--- src/rtl/idex_pipe_reg_pkg.sv ---
// Shared decode/execute types: control-field encodings, the NOP defaults and
// the packed ID/EX bundle that the pipeline latch stores as one register.
package control_unit_types_pkg;

    typedef enum logic [3:0] {
        OPFUNC_NOP  = 4'd0,
        OPFUNC_ADD  = 4'd1,
        OPFUNC_SUB  = 4'd2,
        OPFUNC_AND  = 4'd3,
        OPFUNC_OR   = 4'd4,
        OPFUNC_LW   = 4'd5,
        OPFUNC_SW   = 4'd6,
        OPFUNC_BEQ  = 4'd7,
        OPFUNC_J    = 4'd8,
        OPFUNC_HALT = 4'd9
    } opfunc_t;

    typedef enum logic [1:0] {
        REGDST_RT = 2'd0,
        REGDST_RD = 2'd1,
        REGDST_RA = 2'd2
    } regdst_t;

    typedef enum logic [1:0] {
        MEMTOREG_ALU = 2'd0,
        MEMTOREG_MEM = 2'd1,
        MEMTOREG_NPC = 2'd2
    } memtoreg_t;

    typedef enum logic [3:0] {
        ALUOP_ADD = 4'd0,
        ALUOP_SUB = 4'd1,
        ALUOP_AND = 4'd2,
        ALUOP_OR  = 4'd3,
        ALUOP_XOR = 4'd4,
        ALUOP_SLT = 4'd5,
        ALUOP_SLL = 4'd6,
        ALUOP_SRL = 4'd7
    } aluop_t;

    typedef enum logic {
        EXTOP_ZERO = 1'b0,
        EXTOP_SIGN = 1'b1
    } extop_t;

    // Pending-flush tracker state for the latch controller.
    typedef enum logic {
        PEND_IDLE  = 1'b0,
        PEND_ARMED = 1'b1
    } pend_state_t;

    // Control defaults carried by an inserted bubble. All are the zero
    // encoding, so the reset image and the NOP image are identical.
    localparam regdst_t   NOP_REGDST   = REGDST_RT;
    localparam memtoreg_t NOP_MEMTOREG = MEMTOREG_ALU;
    localparam aluop_t    NOP_ALUOP    = ALUOP_ADD;
    localparam extop_t    NOP_EXTOP    = EXTOP_ZERO;

    typedef struct packed {
        opfunc_t     opfunc;
        regdst_t     regdst;
        memtoreg_t   memtoreg;
        logic        alusrc;
        logic        regwen;
        logic        dweni;
        logic        dreni;
        aluop_t      aluop;
        extop_t      extop;
        logic        halt;
        logic [4:0]  rt;
        logic [4:0]  rd;
        logic [4:0]  shamt;
        logic [15:0] imm;
        logic [31:0] busa;
        logic [31:0] busb;
        logic [31:0] npc;
    } idex_bundle_t;

    function automatic idex_bundle_t nop_bundle();
        idex_bundle_t b;
        b          = '0;
        b.opfunc   = OPFUNC_NOP;
        b.regdst   = NOP_REGDST;
        b.memtoreg = NOP_MEMTOREG;
        b.aluop    = NOP_ALUOP;
        b.extop    = NOP_EXTOP;
        return b;
    endfunction

endpackage

--- src/rtl/idex_pipe_reg_if.sv ---
// ID->EX stage bus: decode-side fields (id_*) and execute-side fields (ex_*).
// master = decode producer / execute consumer, slave = the pipeline latch.
interface idexpipe_if;
    import control_unit_types_pkg::*;

    opfunc_t     id_opfunc;
    regdst_t     id_RegDst;
    memtoreg_t   id_MemtoReg;
    logic        id_ALUSrc;
    logic        id_RegWEN;
    logic        id_dWENi;
    logic        id_dRENi;
    aluop_t      id_ALUOp;
    extop_t      id_ExtOp;
    logic        id_halt;
    logic [4:0]  id_rt;
    logic [4:0]  id_rd;
    logic [4:0]  id_shamt;
    logic [15:0] id_imm;
    logic [31:0] id_busA;
    logic [31:0] id_busB;
    logic [31:0] id_npc;

    opfunc_t     ex_opfunc;
    regdst_t     ex_RegDst;
    memtoreg_t   ex_MemtoReg;
    logic        ex_ALUSrc;
    logic        ex_RegWEN;
    logic        ex_dWENi;
    logic        ex_dRENi;
    aluop_t      ex_ALUOp;
    extop_t      ex_ExtOp;
    logic        ex_halt;
    logic [4:0]  ex_rt;
    logic [4:0]  ex_rd;
    logic [4:0]  ex_shamt;
    logic [15:0] ex_imm;
    logic [31:0] ex_busA;
    logic [31:0] ex_busB;
    logic [31:0] ex_npc;

    modport master (
        output id_opfunc, id_RegDst, id_MemtoReg, id_ALUSrc, id_RegWEN, id_dWENi,
               id_dRENi, id_ALUOp, id_ExtOp, id_halt, id_rt, id_rd, id_shamt,
               id_imm, id_busA, id_busB, id_npc,
        input  ex_opfunc, ex_RegDst, ex_MemtoReg, ex_ALUSrc, ex_RegWEN, ex_dWENi,
               ex_dRENi, ex_ALUOp, ex_ExtOp, ex_halt, ex_rt, ex_rd, ex_shamt,
               ex_imm, ex_busA, ex_busB, ex_npc
    );

    modport slave (
        input  id_opfunc, id_RegDst, id_MemtoReg, id_ALUSrc, id_RegWEN, id_dWENi,
               id_dRENi, id_ALUOp, id_ExtOp, id_halt, id_rt, id_rd, id_shamt,
               id_imm, id_busA, id_busB, id_npc,
        output ex_opfunc, ex_RegDst, ex_MemtoReg, ex_ALUSrc, ex_RegWEN, ex_dWENi,
               ex_dRENi, ex_ALUOp, ex_ExtOp, ex_halt, ex_rt, ex_rd, ex_shamt,
               ex_imm, ex_busA, ex_busB, ex_npc
    );

endinterface

--- src/rtl/idex_pipe_reg_pipe_ctl.sv ---
// Latch controller: decides when the ID/EX latch advances, when it loads a
// NOP, remembers flushes that arrive while frozen, and counts bubbles.
module pipe_ctl
    import control_unit_types_pkg::*;
#(
    parameter int unsigned CNT_W     = 32,
    parameter bit          FLUSH_MEM = 1'b1
) (
    input  logic             CLK,
    input  logic             RST,
    input  logic             ihit,
    input  logic             dmemwait,
    input  logic             flush,
    input  logic             bubble,
    input  logic             halted,
    output logic             adv,
    output logic             load_nop,
    output logic [CNT_W-1:0] bubble_cnt
);

    pend_state_t pend_q;
    pend_state_t pend_d;
    logic        kill;

    // Advance/kill decode and pending-flush next state.
    always_comb begin
        adv      = ihit & ~dmemwait & ~halted;
        kill     = flush | (pend_q == PEND_ARMED);
        load_nop = adv & (kill | bubble);
        pend_d   = pend_q;
        if (adv) begin
            pend_d = PEND_IDLE;
        end else if (flush && FLUSH_MEM) begin
            pend_d = PEND_ARMED;
        end
    end

    // Pending-flush state register.
    always_ff @(posedge CLK or posedge RST) begin
        if (RST) begin
            pend_q <= PEND_IDLE;
        end else begin
            pend_q <= pend_d;
        end
    end

    // Saturating count of NOP loads.
    always_ff @(posedge CLK or posedge RST) begin
        if (RST) begin
            bubble_cnt <= '0;
        end else if (load_nop && (bubble_cnt != '1)) begin
            bubble_cnt <= bubble_cnt + CNT_W'(1);
        end
    end

endmodule

--- src/rtl/idex_pipe_reg.sv ---
// ID->EX pipeline latch. The whole stage is one idex_bundle_t register that
// loads the decode fields or a NOP bundle under control of pipe_ctl.
module idex_pipe_reg
    import control_unit_types_pkg::*;
#(
    parameter int unsigned CNT_W     = 32,
    parameter bit          FLUSH_MEM = 1'b1
) (
    input  logic             CLK,
    input  logic             RST,
    input  logic             ihit,
    input  logic             dmemwait,
    input  logic             flush,
    input  logic             bubble,
    idexpipe_if.slave        bus,
    output logic             ex_valid,
    output logic [CNT_W-1:0] bubble_cnt
);

    idex_bundle_t id_d;
    idex_bundle_t ex_q;
    logic         adv;
    logic         load_nop;

    pipe_ctl #(
        .CNT_W     (CNT_W),
        .FLUSH_MEM (FLUSH_MEM)
    ) u_ctl (
        .CLK        (CLK),
        .RST        (RST),
        .ihit       (ihit),
        .dmemwait   (dmemwait),
        .flush      (flush),
        .bubble     (bubble),
        .halted     (ex_q.halt),
        .adv        (adv),
        .load_nop   (load_nop),
        .bubble_cnt (bubble_cnt)
    );

    // Gather the decode-side fields into one bundle.
    always_comb begin
        id_d          = '0;
        id_d.opfunc   = bus.id_opfunc;
        id_d.regdst   = bus.id_RegDst;
        id_d.memtoreg = bus.id_MemtoReg;
        id_d.alusrc   = bus.id_ALUSrc;
        id_d.regwen   = bus.id_RegWEN;
        id_d.dweni    = bus.id_dWENi;
        id_d.dreni    = bus.id_dRENi;
        id_d.aluop    = bus.id_ALUOp;
        id_d.extop    = bus.id_ExtOp;
        id_d.halt     = bus.id_halt;
        id_d.rt       = bus.id_rt;
        id_d.rd       = bus.id_rd;
        id_d.shamt    = bus.id_shamt;
        id_d.imm      = bus.id_imm;
        id_d.busa     = bus.id_busA;
        id_d.busb     = bus.id_busB;
        id_d.npc      = bus.id_npc;
    end

    // Stage register: hold when frozen, otherwise load NOP or decode bundle.
    always_ff @(posedge CLK or posedge RST) begin
        if (RST) begin
            ex_q     <= nop_bundle();
            ex_valid <= 1'b0;
        end else if (adv) begin
            if (load_nop) begin
                ex_q     <= nop_bundle();
                ex_valid <= 1'b0;
            end else begin
                ex_q     <= id_d;
                ex_valid <= 1'b1;
            end
        end
    end

    assign bus.ex_opfunc   = ex_q.opfunc;
    assign bus.ex_RegDst   = ex_q.regdst;
    assign bus.ex_MemtoReg = ex_q.memtoreg;
    assign bus.ex_ALUSrc   = ex_q.alusrc;
    assign bus.ex_RegWEN   = ex_q.regwen;
    assign bus.ex_dWENi    = ex_q.dweni;
    assign bus.ex_dRENi    = ex_q.dreni;
    assign bus.ex_ALUOp    = ex_q.aluop;
    assign bus.ex_ExtOp    = ex_q.extop;
    assign bus.ex_halt     = ex_q.halt;
    assign bus.ex_rt       = ex_q.rt;
    assign bus.ex_rd       = ex_q.rd;
    assign bus.ex_shamt    = ex_q.shamt;
    assign bus.ex_imm      = ex_q.imm;
    assign bus.ex_busA     = ex_q.busa;
    assign bus.ex_busB     = ex_q.busb;
    assign bus.ex_npc      = ex_q.npc;

endmodule

--- src/flat_wrapper.sv ---
// flat-port wrapper written by rule: the top's interface ports become plain ports
module idex_pipe_reg_flat import control_unit_types_pkg::*;
#(
    parameter int unsigned CNT_W     = 32,
    parameter bit          FLUSH_MEM = 1'b1
)
  (CLK, RST, ihit, dmemwait, flush, bubble, ex_valid, bubble_cnt, bus_id_opfunc, bus_id_RegDst, bus_id_MemtoReg, bus_id_ALUSrc, bus_id_RegWEN, bus_id_dWENi, bus_id_dRENi, bus_id_ALUOp, bus_id_ExtOp, bus_id_halt, bus_id_rt, bus_id_rd, bus_id_shamt, bus_id_imm, bus_id_busA, bus_id_busB, bus_id_npc, bus_ex_opfunc, bus_ex_RegDst, bus_ex_MemtoReg, bus_ex_ALUSrc, bus_ex_RegWEN, bus_ex_dWENi, bus_ex_dRENi, bus_ex_ALUOp, bus_ex_ExtOp, bus_ex_halt, bus_ex_rt, bus_ex_rd, bus_ex_shamt, bus_ex_imm, bus_ex_busA, bus_ex_busB, bus_ex_npc);
  idexpipe_if bus_i ();
  input  logic CLK;
  input  logic RST;
  input  logic ihit;
  input  logic dmemwait;
  input  logic flush;
  input  logic bubble;
  output logic ex_valid;
  output logic [CNT_W-1:0] bubble_cnt;
  input wire logic [$bits(bus_i.id_opfunc)-1:0] bus_id_opfunc;
  input wire logic [$bits(bus_i.id_RegDst)-1:0] bus_id_RegDst;
  input wire logic [$bits(bus_i.id_MemtoReg)-1:0] bus_id_MemtoReg;
  input wire logic [$bits(bus_i.id_ALUSrc)-1:0] bus_id_ALUSrc;
  input wire logic [$bits(bus_i.id_RegWEN)-1:0] bus_id_RegWEN;
  input wire logic [$bits(bus_i.id_dWENi)-1:0] bus_id_dWENi;
  input wire logic [$bits(bus_i.id_dRENi)-1:0] bus_id_dRENi;
  input wire logic [$bits(bus_i.id_ALUOp)-1:0] bus_id_ALUOp;
  input wire logic [$bits(bus_i.id_ExtOp)-1:0] bus_id_ExtOp;
  input wire logic [$bits(bus_i.id_halt)-1:0] bus_id_halt;
  input wire logic [$bits(bus_i.id_rt)-1:0] bus_id_rt;
  input wire logic [$bits(bus_i.id_rd)-1:0] bus_id_rd;
  input wire logic [$bits(bus_i.id_shamt)-1:0] bus_id_shamt;
  input wire logic [$bits(bus_i.id_imm)-1:0] bus_id_imm;
  input wire logic [$bits(bus_i.id_busA)-1:0] bus_id_busA;
  input wire logic [$bits(bus_i.id_busB)-1:0] bus_id_busB;
  input wire logic [$bits(bus_i.id_npc)-1:0] bus_id_npc;
  output wire logic [$bits(bus_i.ex_opfunc)-1:0] bus_ex_opfunc;
  output wire logic [$bits(bus_i.ex_RegDst)-1:0] bus_ex_RegDst;
  output wire logic [$bits(bus_i.ex_MemtoReg)-1:0] bus_ex_MemtoReg;
  output wire logic [$bits(bus_i.ex_ALUSrc)-1:0] bus_ex_ALUSrc;
  output wire logic [$bits(bus_i.ex_RegWEN)-1:0] bus_ex_RegWEN;
  output wire logic [$bits(bus_i.ex_dWENi)-1:0] bus_ex_dWENi;
  output wire logic [$bits(bus_i.ex_dRENi)-1:0] bus_ex_dRENi;
  output wire logic [$bits(bus_i.ex_ALUOp)-1:0] bus_ex_ALUOp;
  output wire logic [$bits(bus_i.ex_ExtOp)-1:0] bus_ex_ExtOp;
  output wire logic [$bits(bus_i.ex_halt)-1:0] bus_ex_halt;
  output wire logic [$bits(bus_i.ex_rt)-1:0] bus_ex_rt;
  output wire logic [$bits(bus_i.ex_rd)-1:0] bus_ex_rd;
  output wire logic [$bits(bus_i.ex_shamt)-1:0] bus_ex_shamt;
  output wire logic [$bits(bus_i.ex_imm)-1:0] bus_ex_imm;
  output wire logic [$bits(bus_i.ex_busA)-1:0] bus_ex_busA;
  output wire logic [$bits(bus_i.ex_busB)-1:0] bus_ex_busB;
  output wire logic [$bits(bus_i.ex_npc)-1:0] bus_ex_npc;
  assign bus_i.id_opfunc = bus_id_opfunc;
  assign bus_i.id_RegDst = bus_id_RegDst;
  assign bus_i.id_MemtoReg = bus_id_MemtoReg;
  assign bus_i.id_ALUSrc = bus_id_ALUSrc;
  assign bus_i.id_RegWEN = bus_id_RegWEN;
  assign bus_i.id_dWENi = bus_id_dWENi;
  assign bus_i.id_dRENi = bus_id_dRENi;
  assign bus_i.id_ALUOp = bus_id_ALUOp;
  assign bus_i.id_ExtOp = bus_id_ExtOp;
  assign bus_i.id_halt = bus_id_halt;
  assign bus_i.id_rt = bus_id_rt;
  assign bus_i.id_rd = bus_id_rd;
  assign bus_i.id_shamt = bus_id_shamt;
  assign bus_i.id_imm = bus_id_imm;
  assign bus_i.id_busA = bus_id_busA;
  assign bus_i.id_busB = bus_id_busB;
  assign bus_i.id_npc = bus_id_npc;
  assign bus_ex_opfunc = bus_i.ex_opfunc;
  assign bus_ex_RegDst = bus_i.ex_RegDst;
  assign bus_ex_MemtoReg = bus_i.ex_MemtoReg;
  assign bus_ex_ALUSrc = bus_i.ex_ALUSrc;
  assign bus_ex_RegWEN = bus_i.ex_RegWEN;
  assign bus_ex_dWENi = bus_i.ex_dWENi;
  assign bus_ex_dRENi = bus_i.ex_dRENi;
  assign bus_ex_ALUOp = bus_i.ex_ALUOp;
  assign bus_ex_ExtOp = bus_i.ex_ExtOp;
  assign bus_ex_halt = bus_i.ex_halt;
  assign bus_ex_rt = bus_i.ex_rt;
  assign bus_ex_rd = bus_i.ex_rd;
  assign bus_ex_shamt = bus_i.ex_shamt;
  assign bus_ex_imm = bus_i.ex_imm;
  assign bus_ex_busA = bus_i.ex_busA;
  assign bus_ex_busB = bus_i.ex_busB;
  assign bus_ex_npc = bus_i.ex_npc;
  idex_pipe_reg #(.CNT_W(CNT_W), .FLUSH_MEM(FLUSH_MEM)) u_core (.CLK(CLK), .RST(RST), .ihit(ihit), .dmemwait(dmemwait), .flush(flush), .bubble(bubble), .bus(bus_i), .ex_valid(ex_valid), .bubble_cnt(bubble_cnt));
endmodule
--- config.mk ---
export PLATFORM = sky130hd
export DESIGN_NAME = idex_pipe_reg_flat
export DESIGN_NICKNAME = d
export VERILOG_FILES = /design/src/rtl/idex_pipe_reg_pkg.sv /design/src/rtl/idex_pipe_reg_if.sv /design/src/rtl/idex_pipe_reg_pipe_ctl.sv /design/src/rtl/idex_pipe_reg.sv /design/src/flat_wrapper.sv
export SDC_FILE = /design/constraint.sdc
export NUM_CORES = 1
export LEC_CHECK = 0
export CAP_MARGIN = 15
export CORE_MARGIN = 8
export CORE_UTILIZATION = 45
export CTS_BUF_LIST = sky130_fd_sc_hd__clkbuf_4
export DETAILED_ROUTE_END_ITERATION = 10
export PLACE_DENSITY = 0.88
export SYNTH_ARGS = -nofsm -noshare
export SYNTH_HDL_FRONTEND = slang
export SYNTH_SLANG_ARGS = --single-unit
--- constraint.sdc ---
create_clock -name CLK -period 10.7 [get_ports CLK]
set_clock_uncertainty 0.1 [all_clocks]
set_input_delay 2.14 -clock CLK [delete_from_list [all_inputs] [get_ports CLK]]
set_output_delay 2.14 -clock CLK [all_outputs]
set_load 0.05 [all_outputs]
# After elaboration in Yosys (flattened, before gate mapping)
# Cells that the tools add are included.
word_totals:
  ff_bits: 179
  output_inout_bits: 178
  elab_cells: 35
op_classes:
  n_addsub: 1
  n_eq_ne: 1
  muxes: 4
  bitwise: 7
  reduce_logical: 2
ops:
  columns: ["operator", "n"]
  rows:
  - ["$mux W145", 1]
  - ["$add A32 B1 Y32 const B", 1]
  - ["$ne A32 B32 Y1 const B", 1]
  - ["$and A1 B1 Y1", 3]
  - ["$mux W1", 3]
  - ["$not A1 Y1", 2]
  - ["$or A1 B1 Y1", 2]
  - ["$reduce_bool A2 Y1", 1]
  - ["$logic_and A1 B1 Y1", 1]

# Logic depth before layout (Yosys ltp)
depth:
  ltp_word: 5
  depth_mapped: 7
  mapped_depth_nobuf: 6

# Hierarchy
# Synthesis repeated with hierarchy kept, for this count alone.
hier_totals:
  cells_unflattened: 482
  hier_area_um2: 6799.0
modules_own_cells:
  columns: ["module", "n_inst", "cells_each", "area_per_inst_um2", "seq_area_each_um2"]
  rows:
  - ["idex_pipe_reg", 1, 328, 5157.4, 3653.5]
  - ["pipe_ctl", 1, 154, 1641.6, 825.8]

# Least setup slack after synthesis
# No wires, ideal clock.
synth_timing:
  path_kind: "input to register"
  startpoint: "in dmemwait"
  endpoint: "reg u_core.u_ctl.bubble_cnt[23]"
  setup_ps: 82
  arrival_time_ps: 3682
  required_ps: 10518
  slack_ps: 6836
  cell_stages: 6
  cell_sequence: "or3b_1 or4_1 buf_2 nand2b_4 nor3b_2 xor2_1"
synth_between:
  elab_chain_len: 5
synth_lines:
  columns: ["element", "line", "text"]
  rows:
  - ["start, declared", "flat_wrapper.sv:12", "input logic dmemwait;"]
  - ["$not A1 Y1", "idex_pipe_reg_pipe_ctl.sv:27", "adv = ihit & ~dmemwait & ~halted;"]
  - ["$and A1 B1 Y1 (2 in series)", "idex_pipe_reg_pipe_ctl.sv:27", null]
  - ["$and A1 B1 Y1", "idex_pipe_reg_pipe_ctl.sv:29", "load_nop = adv & (kill | bubble);"]
  - ["$logic_and A1 B1 Y1", "idex_pipe_reg_pipe_ctl.sv:51", "end else if (load_nop && (bubble_cnt != '1)) begin"]
  - ["end signal, assigned", "idex_pipe_reg_pipe_ctl.sv:52", "bubble_cnt <= bubble_cnt + CNT_W'(1);"]
  - ["end, declared", "idex_pipe_reg_pipe_ctl.sv:18", "output logic [CNT_W-1:0] bubble_cnt"]
# Every way passes these cells.
# A chain may end at the register's enable or synchronous reset.

# Worst setup path in the final report
layout_timing:
  startpoint: "in ihit"
  endpoint: "reg u_core.ex_q, in the netlist u_core.bus.ex_busB[7]"
layout_between:
  elab_chain_len: 4
layout_lines:
  columns: ["element", "line", "text"]
  rows:
  - ["start, declared", "flat_wrapper.sv:11", "input logic ihit;"]
  - ["$and A1 B1 Y1 (*) (2 in series)", "idex_pipe_reg_pipe_ctl.sv:27", null]
  - ["$and A1 B1 Y1", "idex_pipe_reg_pipe_ctl.sv:29", null]
  - ["$mux W145", "idex_pipe_reg.sv:69", "if (load_nop) begin"]
  - ["end signal, assigned", "idex_pipe_reg.sv:66", "ex_q <= nop_bundle();"]
  - ["end signal, assigned", "idex_pipe_reg.sv:70", "ex_q <= nop_bundle();"]
  - ["end signal, assigned", "idex_pipe_reg.sv:73", "ex_q <= id_d;"]
  - ["end, declared", "idex_pipe_reg.sv:21", "idex_bundle_t ex_q;"]
# Mark *: on every way between the ends. The rest lies on a longest branch, timed or not.

==> results.sh <==
export IMPL_fillers=976
export IMPL_cts_hold_buf=0
export IMPL_io_pins=329
export IMPL_cts_setup_buffers=0
export IMPL_drive_gt1_share_pct=5.58
export IMPL_worstPathRequired_ns=11.09
export IMPL_clock_sinks=179
export IMPL_hold_viol=0
export IMPL_clk_pin_slew_worst_paths_ns=0.13
export IMPL_setup_tns_ns=0
export IMPL_endpoint_kind="register"
export IMPL_slowest_stage="buf_4"
export IMPL_gr_total_overflow=0
export IMPL_die_y_um=138
export IMPL_syn_inst=480
export IMPL_fin_area_mm2=0.0103
export IMPL_routed_via_density=5.38
export IMPL_start_kind="primary input"
export IMPL_ant_nets=0
export IMPL_multi_input_area_mm2=0.00208
export IMPL_area_growth_pct=53.8
export IMPL_status="finished, final reports clean"
export IMPL_tightest_slew_ns=0.995
export IMPL_numCtsBuffers=17
export IMPL_port_buffers=328
export IMPL_crit_type="primary input to register"
export IMPL_hpwl_um=15900
export IMPL_clockBufferDepth=2
export IMPL_cp_max_fo=89
export IMPL_wirelength_um=21000
export IMPL_first_pass_iters=4
export IMPL_finalMaxSlewViolations=0
export IMPL_critPathTopFamily="buffers and inverters"
export IMPL_rsz0062_at_grt="false"
export IMPL_synth_common_cells="179 x dfrtp_1, 144 x a22o_1, 25 x clkbuf_1"
export IMPL_ys_warn_count=0
export IMPL_grt_max_degree=100
export IMPL_ys_seq_area_share_pct=66.6
export IMPL_drcViolationCount=0
export IMPL_antenna_found_initial=2
export IMPL_synth_edf_count=0
export IMPL_hold_path_class="register to register"
export IMPL_nets=947
export IMPL_cts_tree="yes"
export IMPL_globalplace_congestion=0.862
export IMPL_ys_ff_latch=179
export IMPL_fin_ws_ns=6.28
export IMPL_grt_pass1_vias=5695
export IMPL_yosysMostFrequentCell="dfrtp_1"
export IMPL_num_vias=5335
export IMPL_cp_num_buf_inv=2
export IMPL_cap_violations=0
export IMPL_p_per_area_mw_per_mm2=146
export IMPL_start_util_pct=46.1
export IMPL_row_count=44
export IMPL_peakVddDrop_v=0.0000888
export IMPL_syn_area_per_cell_um2=14.0
export IMPL_syn_area_mm2=0.00672
export IMPL_setup_viol=0
export IMPL_drtIter0Drc=320
export IMPL_synth_distinct_cells=42
export IMPL_async_flop_share_pct=100
export IMPL_p_leak_nw=4.59
export IMPL_relSlewSlack_pct=33.7
export IMPL_cts_resized_gates=0
export IMPL_synth_nets=632
export IMPL_die_x_um=138
export IMPL_core_mm2=0.0146
export IMPL_synthTopCellsByArea="dfrtp_1 67%, a22o_1 19%, xor2_1 2.3%"
export IMPL_htreeDepth=4
export IMPL_clk_latency_ns=0.55
export IMPL_synth_flop_cell="dfrtp_1"
export IMPL_fmax_mhz=226
export IMPL_max_stage_delay_ns=0.80
export IMPL_synth_top_area_share_pct=66.6
export IMPL_grt_pass1_wl_um=33300
export IMPL_dieArea_mm2=0.0191
export IMPL_regArea_mm2=0.00448
export IMPL_finalWorstPathRequiredPeriod_ns=4.42
export IMPL_pre_cts_slack_ns=5.73
export IMPL_path_cells="clkdlybuf4s50_1 > nor3b_1 > and2_4 > buf_4 > a22o_1"
export IMPL_wl_per_cell_um=21.2
export IMPL_cp_arrival_ns=4.81
export IMPL_finalCritPeriodShare_pct=41.3
export IMPL_cts_root_buf="clkbuf_4"
export IMPL_grt_total_usage_pct=22.0
export IMPL_dpl_cell_area_mm2=0.0101
export IMPL_synth_top_area_cell="dfrtp_1"
## routing by layer
metal / GRT usage (%) / share of wire (%)
met2: 36.8 / 50
met4: 7.32 / 1.7
met1: 24.8 / 39
met3: 9.52 / 9.2
met5: 0 / 0.076
## state kept, by name, indices dropped and copies added (netlist names), 2 cells and up
register,flops
u_core.bus.ex_RegDst,2
u_core.u_ctl.bubble_cnt,32
u_core.bus.ex_rt,5
u_core.bus.ex_busB,32
u_core.bus.ex_npc,32
u_core.bus.ex_MemtoReg,2
u_core.bus.ex_shamt,5
u_core.bus.ex_opfunc,4
u_core.bus.ex_ALUOp,4
u_core.bus.ex_rd,5
u_core.bus.ex_busA,32
u_core.bus.ex_imm,16
## final cells by class
type / count / share of cell area, %
tap: 184 / 2.23
clock buffer: 19 / 1.38
clock inverter: 12 / 0.665
multi-input combinational: 259 / 20.1
timing repair buffer: 331 / 32.0
sequential: 179 / 43.3
inverter: 7 / 0.302
antenna: 1 / 0.0242
## power by group
part / total [mW] / leakage [nW] / switching, mW / internal (mW)
sequential: 0.767 / 2.43 / 0.0410 / 0.726
combinational: 0.435 / 2.06 / 0.267 / 0.168
clock: 0.312 / 0.110 / 0.221 / 0.0913
## cell families (layout without fill, tap and decap cells)
logic type               count (synthesis)  in the layout  share of synthesized area, %
other                                    0              1                             0
multiplexers                             1              1                         0.167
flip-flops                             179            179                          66.6
adder cells (fa/ha/maj)                  1              1                         0.186
AO/OA/AOI/OAI                          151            151                          19.8
AND/OR/NAND/NOR                         77             77                          6.94
XOR/XNOR                                29             29                          3.78
buffers and inverters                   42            369                          2.51
## per-stage QoR
stage | cells | power (mW) | utilization [%] | hold WS (ns)
floorplan | 480 | 1.02 | - | 0.365
global placement | 960 | 1.21 | 69.4 | 0.379
detailed placement | 960 | 1.22 | 69.4 | 0.385
CTS | 991 | 1.53 | 70.9 | 0.401
global route | 992 | 1.58 | 70.9 | 0.415
finish | 992 | 1.51 | 70.9 | 0.398
## worst register-to-register path: cells and delay by family, from the launching register on
| family | cells | cell delay [ns] |
|---|---|---|
| buffers and inverters | 1 | 0.83 |
| and+or+nand+nor | 2 | 1.06 |
| AOI/OAI and AO/OA | 1 | 0.30 |
| DFF | 1 | 0.44 |
## final timing paths
| kind | from | end | slack [ns] | cells past startpoint |
|---|---|---|---|---|
| setup / recovery | ihit | u_core.bus.ex_busB[7] | 6.28 | 5 |
| hold / removal | u_core.u_ctl.bubble_cnt[20] | u_core.u_ctl.bubble_cnt[20] | 0.40 | 1 |
| setup reg to reg | u_core.bus.ex_halt | u_core.bus.ex_busB[7] | 7.91 | 4 |
| hold reg to reg | u_core.u_ctl.bubble_cnt[20] | u_core.u_ctl.bubble_cnt[20] | 0.40 | 1 |
| max in group asynchronous | RST | u_core.u_ctl.bubble_cnt[5] | 6.86 | 3 |
| min in group asynchronous | RST | u_core.bus.ex_rd[0] | 2.03 | 2 |
## layout by cell type (no fill, tap or decap), types with 2 or more instances in the layout
cell type        synthesis  layout
nor2_1                  11      11
inv_1                    7       6
nand3_1                 11      11
clkinvlp_4               0       4
or4_1                    2       2
a22o_1                 144     144
buf_4                    0       3
xnor2_1                 11      11
dfrtp_1                179     179
clkinv_1                 0       4
clkdlybuf4s50_1          0     328
clkinv_2                 0       3
clkbuf_4                 0      19
nor3_1                  13      13
nand4_1                  4       4
xor2_1                  18      18
and4_1                   2       2
nand2_1                 12      12
nor4_1                   6       6
Note: power is estimated with default switching activity, not from simulation.
